### config.mk
export PLATFORM = sky130hd
export DESIGN_NAME = irrigation_zone_scheduler
export DESIGN_NICKNAME = d
export VERILOG_FILES = /design/src/rtl/irrigation_zone_scheduler.sv
export SDC_FILE = /design/constraint.sdc
export NUM_CORES = 1
export LEC_CHECK = 0
export ABC_AREA = 1
export BUFFER_PORTS_ARGS = -buffer_cell sky130_fd_sc_hd__buf_4
export CORE_UTILIZATION = 47
export CTS_CLUSTER_SIZE = 12
export DETAILED_ROUTE_END_ITERATION = 10
export GPL_TIMING_DRIVEN = 0
export PLACE_DENSITY = 0.67
export SETUP_SLACK_MARGIN = 0.1
export SYNTH_ARGS = -nofsm -noshare
export SYNTH_HDL_FRONTEND = slang
export SYNTH_SLANG_ARGS = --single-unit
export TNS_END_PERCENT = 5
### constraint.sdc
create_clock -name clock -period 1.5 [get_ports clock]
set_input_delay 0.225 -clock clock [delete_from_list [all_inputs] [get_ports clock]]
set_output_delay 0.225 -clock clock [all_outputs]
set_load 0.1 [all_outputs]
### src/rtl/irrigation_zone_scheduler.sv
// rtl/irrigation_zone_scheduler.sv - round-robin pump sharing scheduler for irrigation zones
//
// Ports:
//   clock        rising-edge system clock
//   reset        asynchronous active-low reset
//   enable       1 allows new grants (does not stop a grant in progress)
//   tank_low     1 = reservoir empty, aborts settle/water
//   req          per-zone soil-dry request, level-sensitive
//   valve        one-hot valve drive, zero when no zone is granted
//   pump         pump drive
//   active_zone  index of the granted zone, holds its last value while idle
//   busy         high in SETTLE, WATER and PAUSE
//   done         one-cycle pulse when watering completes without abort
//   alarm        tank-low indication, cleared only in IDLE once tank_low=0
module irrigation_zone_scheduler #(
    parameter int ZONES         = 4,
    parameter int SETTLE_CYCLES = 2,
    parameter int WATER_CYCLES  = 16,
    parameter int PAUSE_CYCLES  = 4
) (
    input  logic                     clock,
    input  logic                     reset,
    input  logic                     enable,
    input  logic                     tank_low,
    input  logic [ZONES-1:0]         req,
    output logic [ZONES-1:0]         valve,
    output logic                     pump,
    output logic [$clog2(ZONES)-1:0] active_zone,
    output logic                     busy,
    output logic                     done,
    output logic                     alarm
);

    localparam int ZW = $clog2(ZONES);

    localparam int MAX_SW = (SETTLE_CYCLES > WATER_CYCLES) ? SETTLE_CYCLES : WATER_CYCLES;
    localparam int MAXC   = (MAX_SW > PAUSE_CYCLES) ? MAX_SW : PAUSE_CYCLES;
    // The timer counts down from N-1 to 0, so it only has to hold MAXC-1.
    localparam int TW     = (MAXC > 1) ? $clog2(MAXC) : 1;

    typedef enum logic [1:0] {
        IDLE   = 2'd0,
        SETTLE = 2'd1,
        WATER  = 2'd2,
        PAUSE  = 2'd3
    } state_t;

    state_t          state, state_nx;
    logic [TW-1:0]   timer, timer_nx;
    logic [ZW-1:0]   rr_ptr, rr_nx;
    logic [ZONES-1:0] valve_nx;
    logic            pump_nx;
    logic [ZW-1:0]   zone_nx;
    logic            busy_nx;
    logic            done_nx;
    logic            alarm_nx;

    logic            grant_found;
    logic [ZW-1:0]   grant;
    logic [ZW-1:0]   ptr_after;
    logic            to_pause;

    // Round-robin search: first requesting zone at or above rr_ptr, wrapping.
    always_comb begin
        int            idx;
        logic [ZW-1:0] idx_z;
        grant_found = 1'b0;
        grant       = '0;
        idx         = 0;
        idx_z       = '0;
        for (int i = 0; i < ZONES; i++) begin
            idx = int'(rr_ptr) + i;
            if (idx >= ZONES) begin
                idx = idx - ZONES;
            end
            idx_z = ZW'(idx);
            if (!grant_found && req[idx_z]) begin
                grant_found = 1'b1;
                grant       = idx_z;
            end
        end
    end

    // Pointer value that follows the current grant; loaded on PAUSE entry.
    always_comb begin
        if (active_zone == ZW'(ZONES - 1)) begin
            ptr_after = '0;
        end else begin
            ptr_after = active_zone + 1'b1;
        end
    end

    always_comb begin
        state_nx = state;
        timer_nx = timer;
        rr_nx    = rr_ptr;
        valve_nx = valve;
        pump_nx  = pump;
        zone_nx  = active_zone;
        busy_nx  = busy;
        done_nx  = 1'b0;
        alarm_nx = alarm;
        to_pause = 1'b0;

        if (tank_low) begin
            alarm_nx = 1'b1;
        end else if (state == IDLE) begin
            alarm_nx = 1'b0;
        end

        case (state)
            IDLE: begin
                if (enable && !tank_low && grant_found) begin
                    state_nx = SETTLE;
                    timer_nx = TW'(SETTLE_CYCLES - 1);
                    valve_nx = {{(ZONES-1){1'b0}}, 1'b1} << grant;
                    pump_nx  = 1'b0;
                    zone_nx  = grant;
                    busy_nx  = 1'b1;
                end
            end
            SETTLE: begin
                if (tank_low) begin
                    to_pause = 1'b1;
                end else if (timer == '0) begin
                    state_nx = WATER;
                    timer_nx = TW'(WATER_CYCLES - 1);
                    pump_nx  = 1'b1;
                end else begin
                    timer_nx = timer - 1'b1;
                end
            end
            WATER: begin
                if (tank_low) begin
                    to_pause = 1'b1;
                end else if (!req[active_zone] || timer == '0) begin
                    to_pause = 1'b1;
                    done_nx  = 1'b1;
                end else begin
                    timer_nx = timer - 1'b1;
                end
            end
            PAUSE: begin
                if (timer == '0) begin
                    state_nx = IDLE;
                    timer_nx = '0;
                    busy_nx  = 1'b0;
                end else begin
                    timer_nx = timer - 1'b1;
                end
            end
            default: begin
                state_nx = IDLE;
                timer_nx = '0;
                valve_nx = '0;
                pump_nx  = 1'b0;
                busy_nx  = 1'b0;
            end
        endcase

        // Normal end and tank-low abort share the same exit; only done differs.
        if (to_pause) begin
            state_nx = PAUSE;
            timer_nx = TW'(PAUSE_CYCLES - 1);
            valve_nx = '0;
            pump_nx  = 1'b0;
            rr_nx    = ptr_after;
        end
    end

    always_ff @(posedge clock or negedge reset) begin
        if (!reset) begin
            state       <= IDLE;
            timer       <= '0;
            rr_ptr      <= '0;
            valve       <= '0;
            pump        <= 1'b0;
            active_zone <= '0;
            busy        <= 1'b0;
            done        <= 1'b0;
            alarm       <= 1'b0;
        end else begin
            state       <= state_nx;
            timer       <= timer_nx;
            rr_ptr      <= rr_nx;
            valve       <= valve_nx;
            pump        <= pump_nx;
            active_zone <= zone_nx;
            busy        <= busy_nx;
            done        <= done_nx;
            alarm       <= alarm_nx;
        end
    end

endmodule

* Word-level counts from Yosys, hierarchy flattened
Cells that the tools add are included.
** Word-level totals
- Input port bits :: 8
- Word-level logic and storage cells :: 121
- Register bits after elaboration :: 18
** Operators by class
- Eq/ne operators :: 12
- Reduce and logical (&&, ||, !) cells :: 25
- $add $sub $neg :: 9
- $lt $le $gt $ge :: 9
- Multiplexer cells :: 56
- Shift-type cells :: 1
** Operators by type and width (count)
- two-way mux 4 bit :: 10
- two-way mux 2 bit :: 14
- two-way mux 1 bit :: 22
- case mux 4 bit (4 select lines) :: 1
- < comparator 2 x 3 -> 1 bit, second input constant :: 5
- inequality test 3 bit, second input constant :: 5
- binary-select mux 1 bit (select 2 bit) :: 5
- greater-or-equal comparator 3 bit, second input constant :: 3
- AND reduction 4 bit :: 2
- nonzero test 2 bit :: 4
- subtractor 2 x 1 -> 2 bit, second input constant :: 4
- adder 2 x 2 -> 3 bit, second input constant :: 2
- equality test 2 bit, second input constant :: 3
- case mux 1 bit (2 select lines) :: 3
- case mux 2 bit (3 select lines) :: 1
- logical AND 1 bit :: 5
- logical NOT 1 bit :: 5
- AND reduction 5 bit :: 1
- logical NOT 4 bit :: 1
- AND reduction 2 bit :: 2
- nonzero test 4 bit :: 1
- left shift 1 x 2 -> 4 bit, first input constant :: 1
- subtractor 4 x 1 -> 4 bit, second input constant :: 1
- adder 2 x 1 -> 3 bit, second input constant :: 1
- 10 further kinds :: 10

* Longest topological paths before layout
Gate-level depths: netlist of the first run.
- Depth in word-level cells :: 18
- Mapped depth :: 14
- Mapped depth without buffers :: 14

* Worst setup path after synthesis of the first run
No wires, ideal clock.
- Kind :: register to register
- Start :: register active_zone[0]
- End :: register pump
- Library setup time :: 0.122 ns
- Stages on the path, launching flop included :: 15
- Arrival :: 2.058 ns
- Slack :: -0.680 ns
- Data required time :: 1.378 ns
- Clock period less this slack :: 2.180 ns
- Cell sequence :: dfrtp_1 > inv_1 > nand2_1 > nand3_1 > nand3_1 > nand2_1 > nand2_1 > nand2_1 > clkbuf_8 > nand3_1 > nand2_2 > inv_2 > nand2_1 > nand2_1 > nand2_1
** On the way
- Cells in the longest elaborated chain, start to end :: 9
- Elaborated cells on any way between the ends :: 13
- Classes of those cells :: 3 x eq/ne; 6 x mux; 4 x reduce/logical
** Ends and longest elaborated chain
- from (decl) :: line 28 : output logic [$clog2(ZONES)-1:0] active_zone,
- from (signal assigned) :: line 188 : active_zone <= zone_nx;
- binary-select mux 1 bit (select 2 bit) (*) :: line 136 : end else if (!req[active_zone] || timer == '0) begin
- two-way mux 1 bit (not written as such) (*) :: line 136
- logical NOT 1 bit (*) :: line 136
- logical OR 1 bit (*) :: line 136
- two-way mux 1 bit (*) :: line 136
- two-way mux 1 bit (*) :: line 134 : if (tank_low) begin
- case mux 1 bit (2 select lines) (*) :: line 111 : case (state)
- inequality test 3 bit (no source line) (tied with other cells)
- AND reduction 4 bit (no source line)
- to (signal assigned) :: line 187 : pump <= pump_nx;
- to (decl) :: line 27 : output logic pump,
Every way passes the cells marked *; elsewhere a longest branch is shown, timed or not. The select of a mux whose other input is x is not followed.
A chain may end at the register's enable or synchronous reset.

* Final worst setup path of the first run
- Start :: register rr_ptr[0]
- End :: register pump
** On the way
- Cells in the longest elaborated chain, start to end :: 17
- Elaborated cells on any way between the ends :: 36
- Classes of those cells :: 7 x add/sub; 4 x order compare; 1 x eq/ne; 16 x mux; 8 x reduce/logical
** Ends and longest elaborated chain
- from (decl) :: line 50 : logic [ZW-1:0] rr_ptr, rr_nx;
- from (signal assigned) :: line 185 : rr_ptr <= rr_nx;
- parallel branches: the longest is 13 deep, another holds adder 2 x 1 -> 3 bit
- two-way mux 1 bit (*) :: line 77 : if (!grant_found && req[idx_z]) begin
- logical AND 1 bit (*) :: line 113 : if (enable && !tank_low && grant_found) begin
- inequality test 3 x 2 -> 1 bit (no source line) (*)
- AND reduction 4 bit (no source line) (*)
Mark *: on every way between the ends. The select of a mux whose other input is x is not followed.

==> reports/metrics.yaml, run 1 <==
floorplan:
  core_um2: 2730
  core.rowCount: 19
  fp.dieW_um: 55.5
  die_area_um2: 3080
  num_io_pins: 18
  initial_standard_cell_utilization_of_the_core_pct: 49.2
  fp.dieH_um: 55.5
routing:
  vias: 1307
  drt-wirelength-per-cell_um: 13.0
  met3_length_um: 88
  maxUsedRoutingLayer: "met4"
  antenna_violating_nets_post_route: 0
  drt_wl_total_um: 3300
  via_per_inst: 5.17
  detailroute.wirelength.met2_um: 1640
  remaining_drc_errors: 0
  detailedRoute.firstIterationViolations: 47
  drt_pass1_iterations: 4
  m1WireLength_um: 1510
timing:
  tightest_slew_ns: 0.328
  hold_viol_final: 0
  hold_slack_ns: 0.141
  clock_skew_ns: 0.00483
  final_setup_vio_count: 15
  final_period_minus_worst_setup_slack_ns: 1.68
  grt_setup_unrepaired: "true"
  tns_setup_ns: -2.05
  finalCritPeriodShare_pct: 112
  timing_max_transition_violations_final: 0
  final.setup.worst_slack_ns: -0.182
  fmax_mhz: 595
  maxSlewHeadroom_pct: 77.9
yosys:
  syn-instance-count: 185
  mappedNetlistNets: 199
  synth.cell_area_um2: 1340
  synth_cell_types: 27
  syn-mean-instance-area_um2: 7.26
  synth.yosys.warnings: 0
  synth.ff_latch_count: 18
  synth.yosys.seq_area_share_pct: 33.5
critical_path:
  timing.critical_path.cells: "buf_6, nand2_1, nand2_1, nand2_4, nand2_4, nor2_4, nand3_4, nand2_4, nand2_4, nand2_2, inv_2, nand3_1, nand2_1"
  arrival_ns: 1.87
  end_kind: "register"
  critical_path_required_ns: 1.69
  worstSetupStartpointType: "register"
  path_class: "reg -> reg"
  crit_path_top_delay_cell: "sky130_fd_sc_hd__dfrtp_2"
  timing.critical_path.slowest_cell_delay_ns: 0.46
  timing.critical_path.mode_cell: "sky130_fd_sc_hd__nand2_4"
  maximum_fanout_along_the_worst_path: 5
layout:
  synthToLayoutAreaGrowth_pct: 36.3
  layout.nets: 237
  layout-drive-gt1-share_pct: 43.7
  antenna_cells: 0
  fin_util_pct: 67.0
global_routing:
  grt_pass1_vias: 1227
  grtUsageTotal_pct: 21.7
  pin_count_of_the_biggest_net_entering_global_routing: 19
  global_route_wire_length_before_repair_um: 5400
  global_route.overflow_total: 0
  antenna_found_initial: 0
cts:
  ctsLongestPathBuffers: 2
  cts_root_buffer: "sky130_fd_sc_hd__clkbuf_4"
  worst_setup_hold_path_clk_slew_ns: 0.10
  cts.htree.levels: 1
  clkSinkCount: 18
  cts_inserted_buffers: 3
  clock_tree_from_tritoncts: "yes"
  clk_latency_ns: 0.29
placement:
  place_hpwl_um: 2270
  gp_congestion: 0.886
  port_buffers: 17
hold_path:
  timing.hold.worst.class: "in -> reg"
job:
  timing.max_cap.violations: 0
status:
  status: "finished, violations left"
  violations: "setup timing"
state kept, by name (all words and copies together) (netlist names):
| name | flops |
|---|---|
| timer | 4 |
| valve | 4 |
| done | 1 |
| active_zone | 2 |
| state | 2 |
| pump | 1 |
| rr_ptr | 2 |
| alarm | 1 |
| busy | 1 |
layout by cell type (no fill, tap or decap), types with 3 or more instances in the layout:
cell type / Yosys / routed
sky130_fd_sc_hd__dfrtp_1: 18 / 14
sky130_fd_sc_hd__nor2_4: 3 / 3
sky130_fd_sc_hd__nand2_2: 9 / 15
sky130_fd_sc_hd__inv_1: 20 / 17
sky130_fd_sc_hd__nand2_1: 63 / 49
sky130_fd_sc_hd__inv_4: 0 / 3
sky130_fd_sc_hd__nand3_2: 3 / 5
sky130_fd_sc_hd__buf_4: 0 / 30
sky130_fd_sc_hd__inv_2: 6 / 6
sky130_fd_sc_hd__buf_6: 1 / 3
sky130_fd_sc_hd__nor2_1: 6 / 5
sky130_fd_sc_hd__ha_1: 6 / 3
sky130_fd_sc_hd__o21ai_0: 9 / 5
sky130_fd_sc_hd__nand3_1: 18 / 14
sky130_fd_sc_hd__nand3_4: 1 / 3
sky130_fd_sc_hd__clkbuf_4: 0 / 3
sky130_fd_sc_hd__nand2_4: 4 / 12
sky130_fd_sc_hd__o21ai_1: 3 / 6
layout make-up:
class | instances | area, um^2
multi-input combinational | 139 | 917
fill | 235 | 902
inverter | 26 | 105
buffer | 2 | 26.3
tap | 31 | 38.8
sequential | 18 | 460
clock buffer | 4 | 26.3
timing repair buffer | 33 | 258
per-stage QoR:
stage / setup WS, ns / cells / instance area [um^2]
6_report: -0.182 / 253 / 1830
5_1_grt: -0.298 / 253 / 1830
4_1_cts: -0.151 / 252 / 1760
3_5_place_dp: -0.319 / 233 / 1520
3_3_place_gp: -0.270 / 233 / 1520
2_1_floorplan: -0.187 / 185 / 1360
what timing repair did:
item,4_1_cts,5_1_grt
hold endpoints to repair,18,0
pin swaps,8,14
endpoints found under the setup margin,16,16
gates cloned,1,0
hold buffers,1,0
resized for setup,31,19
buffers inserted,13,1
metal layers:
layer  up-vias  global-route usage, %
li1        662                      -
met2        29                   36.1
met1       610                   30.2
met4         0                   5.71
met5         -                      0
met3         6                   2.34
synth_stat cells:
| library cell | number | area [um^2] |
|---|---|---|
| sky130_fd_sc_hd__nand4_1 | 2 | 12.5 |
| sky130_fd_sc_hd__buf_6 | 1 | 11.3 |
| sky130_fd_sc_hd__a31oi_1 | 1 | 6.26 |
| sky130_fd_sc_hd__o21ai_1 | 3 | 15.0 |
| sky130_fd_sc_hd__inv_2 | 6 | 22.5 |
| sky130_fd_sc_hd__o21ai_0 | 9 | 45.0 |
| sky130_fd_sc_hd__nand2_2 | 9 | 56.3 |
| sky130_fd_sc_hd__a21o_1 | 1 | 7.51 |
| sky130_fd_sc_hd__nand2_4 | 4 | 45.0 |
| sky130_fd_sc_hd__inv_1 | 20 | 75.1 |
| sky130_fd_sc_hd__nor2_1 | 6 | 22.5 |
| sky130_fd_sc_hd__nor2_4 | 3 | 33.8 |
| sky130_fd_sc_hd__nand2_1 | 63 | 236 |
| sky130_fd_sc_hd__o311ai_0 | 1 | 8.76 |
| sky130_fd_sc_hd__nand3_2 | 3 | 30.0 |
| sky130_fd_sc_hd__o31ai_1 | 1 | 7.51 |
| sky130_fd_sc_hd__nand3b_1 | 1 | 7.51 |
| sky130_fd_sc_hd__a22oi_1 | 1 | 7.51 |
| sky130_fd_sc_hd__xor2_1 | 2 | 17.5 |
| sky130_fd_sc_hd__ha_1 | 6 | 75.1 |
| sky130_fd_sc_hd__nand3_4 | 1 | 17.5 |
| sky130_fd_sc_hd__dfrtp_1 | 18 | 450 |
| sky130_fd_sc_hd__or2_2 | 1 | 6.26 |
| sky130_fd_sc_hd__clkbuf_8 | 1 | 13.8 |
| sky130_fd_sc_hd__o21ai_2 | 2 | 17.5 |
| sky130_fd_sc_hd__a21oi_1 | 1 | 5.00 |
| sky130_fd_sc_hd__nand3_1 | 18 | 90.1 |
worst max-delay path, delay by kind of cell, from the launching register on:
| kind | cells | cell delay, ns |
|---|---|---|
| AND/OR/NAND/NOR | 11 | 0.92 |
| flip-flops | 1 | 0.46 |
| buffers and inverters | 2 | 0.19 |
kinds of logic (layout without fill, tap and decap cells):
| group | Yosys count | in the layout | share of synthesized area, % |
|---|---|---|---|
| AO/OA/AOI/OAI | 20 | 20 | 8.94 |
| AND/OR/NAND/NOR | 111 | 111 | 41.5 |
| adder cells (fa/ha/maj) | 6 | 6 | 5.59 |
| XOR/XNOR | 2 | 2 | 1.30 |
| buffers and inverters | 28 | 65 | 9.12 |
| flip-flops | 18 | 18 | 33.5 |
worst paths after layout:
| check | start | to | slack [ns] | cells after the start |
|---|---|---|---|---|
| setup / recovery | rr_ptr[0] | pump | -0.18 | 13 |
| hold / removal | tank_low | done | 0.14 | 2 |
| setup reg to reg | rr_ptr[0] | pump | -0.18 | 13 |
| hold reg to reg | busy | busy | 0.49 | 2 |
| max in group asynchronous | reset | active_zone[0] | 0.94 | 2 |
| min in group asynchronous | reset | busy | 0.33 | 2 |
Power of run 1 is not shown: default switching activity piles up to over one toggle a cycle in this logic, so the estimate is an artifact.
==> run 2: changes to the inputs <==
Clock period 1.5 ns to 1.43 ns, I/O delays scaled along.
==> reports/metrics.yaml, run 2 (same netlist as run 1, synthesis figures left out) <==
status:
  status: "finished, violations left"
  violations: "setup timing"
floorplan:
  core.rowCount: 19
  fp.dieW_um: 55.5
  num_io_pins: 18
  fp.dieH_um: 55.5
  initial_standard_cell_utilization_of_the_core_pct: 49.2
  core_um2: 2730
  die_area_um2: 3080
cts:
  worst_setup_hold_path_clk_slew_ns: 0.10
  cts_inserted_buffers: 3
  clkSinkCount: 18
  cts_root_buffer: "sky130_fd_sc_hd__clkbuf_4"
  clk_latency_ns: 0.29
  clock_tree_from_tritoncts: "yes"
  cts.htree.levels: 1
  ctsLongestPathBuffers: 2
global_routing:
  global_route.overflow_total: 0
  grtUsageTotal_pct: 22.0
  global_route_wire_length_before_repair_um: 5440
  antenna_found_initial: 0
  pin_count_of_the_biggest_net_entering_global_routing: 19
  grt_pass1_vias: 1240
layout:
  fin_area_um2: 1840
  layout.cells.most_common_list: "49 x sky130_fd_sc_hd__nand2_1, 32 x sky130_fd_sc_hd__buf_4, 17 x sky130_fd_sc_hd__inv_1"
  biggestRegsByFlops: "timer: 4 flops, valve: 4 flops"
  mostFrequentLayoutCell: "sky130_fd_sc_hd__nand2_1"
  fillCellCount: 234
  antenna_cells: 0
  layout.nets: 238
  seqCellArea_um2: 460
  synthToLayoutAreaGrowth_pct: 36.9
  multi_input_comb_area_um2: 921
  layout-drive-gt1-share_pct: 44.8
timing:
  final.setup.worst_slack_ns: -0.261
  finalCritPeriodShare_pct: 118
  final_setup_vio_count: 16
  final_period_minus_worst_setup_slack_ns: 1.69
  clock_skew_ns: 0.00683
  timing_max_transition_violations_final: 0
  hold_viol_final: 0
  hold_slack_ns: 0.132
  tightest_slew_ns: 0.320
  maxSlewHeadroom_pct: 78.4
  grt_setup_unrepaired: "true"
  fmax_mhz: 591
placement:
  place_hpwl_um: 2270
  gp_congestion: 0.886
  dpl_cell_area_um2: 1520
  port_buffers: 17
critical_path:
  crit_buf_inv: 2
  critical_path_required_ns: 1.63
  worstSetupStartpointType: "register"
  crit_path_top_delay_cell: "sky130_fd_sc_hd__dfrtp_2"
  critical-path-top-delay-family: "simple AND/OR/NAND/NOR gates"
  path_class: "reg -> reg"
  arrival_ns: 1.89
  end_kind: "register"
  timing.critical_path.slowest_cell_delay_ns: 0.46
  maximum_fanout_along_the_worst_path: 5
  timing.critical_path.mode_cell: "sky130_fd_sc_hd__nand2_4"
  timing.critical_path.cells: "buf_6, nand2_1, nand2_1, nand2_4, nand2_4, nor2_4, nand3_4, nand2_4, nand2_4, nand2_2, inv_2, nand3_1, nand2_1"
routing:
  drt_wl_total_um: 3360
  detailedRoute.firstIterationViolations: 39
  remaining_drc_errors: 0
  via_per_inst: 5.21
  antenna_violating_nets_post_route: 0
  drt_pass1_iterations: 4
  vias: 1323
  drt-wirelength-per-cell_um: 13.2
hold_path:
  timing.hold.worst.class: "in -> reg"
job:
  timing.max_cap.violations: 0
run 2: cell types whose count changed in the layout (fill, tap and decap cells not counted):
cell	delta
sky130_fd_sc_hd__nand2_2	+1
sky130_fd_sc_hd__buf_4	+2
sky130_fd_sc_hd__nand2_4	-1
sky130_fd_sc_hd__nand3_2	+1
sky130_fd_sc_hd__buf_6	-1
sky130_fd_sc_hd__nand3_1	-1
sky130_fd_sc_hd__o21ai_2	+1
sky130_fd_sc_hd__o21ai_0	+1
sky130_fd_sc_hd__o21ai_1	-2
run 2: final cells by class:
cell class                 instances  area share [%]
multi-input combinational        139            50.1
sequential                        18            25.0
timing repair buffer              34            14.2
inverter                          26            5.71
tap                               31            2.11
clock buffer                       4            1.43
buffer                             2            1.43
run 2: repair_timing:
| action | CTS | global route |
|---|---|---|
| buffers inserted | 13 | 2 |
| hold endpoints to repair | 18 | 0 |
| cloned | 1 | 0 |
| pin swaps | 7 | 16 |
| gates resized for setup | 28 | 21 |
| setup endpoints to repair | 16 | 16 |
| hold buffers | 1 | 0 |
run 2: worst paths after layout:
path,start,to,slack [ns],cells past startpoint
worst min register to register,alarm,alarm,0.49,1
worst min-delay path,tank_low,done,0.13,2
worst max-delay path,rr_ptr[0],state[0],-0.26,13
max in group asynchronous,reset,active_zone[0],0.88,2
worst max register to register,rr_ptr[0],state[0],-0.26,13
min in group asynchronous,reset,busy,0.32,2
run 2: per-layer routing:
metal  GRT usage, %  vias up  routed length [um]
met5              0        -                   0
met4           5.71        0                  68
met3           2.34        8                  78
met2           37.2       24                1670
met1           30.0      624                1540
li1               -      667                   -
run 2: worst reg2reg max path: cells and delay by family, from the launching register on:
family,cells,cell delay [ns]
simple gates,11,0.94
buf+inv,2,0.20
flops,1,0.46
run 2: metrics by stage:
step | utilization (%) | instances | worst slack, ns | TNS, ns
2_1_floorplan | - | 185 | -0.257 | -2.18
3_3_place_gp | 55.7 | 233 | -0.340 | -3.47
3_5_place_dp | 55.7 | 233 | -0.389 | -4.19
4_1_cts | 64.2 | 252 | -0.221 | -2.74
5_1_grt | 67.3 | 254 | -0.379 | -5.15
6_report | 67.3 | 254 | -0.261 | -3.29
Power of run 2 is left out for the same reason.
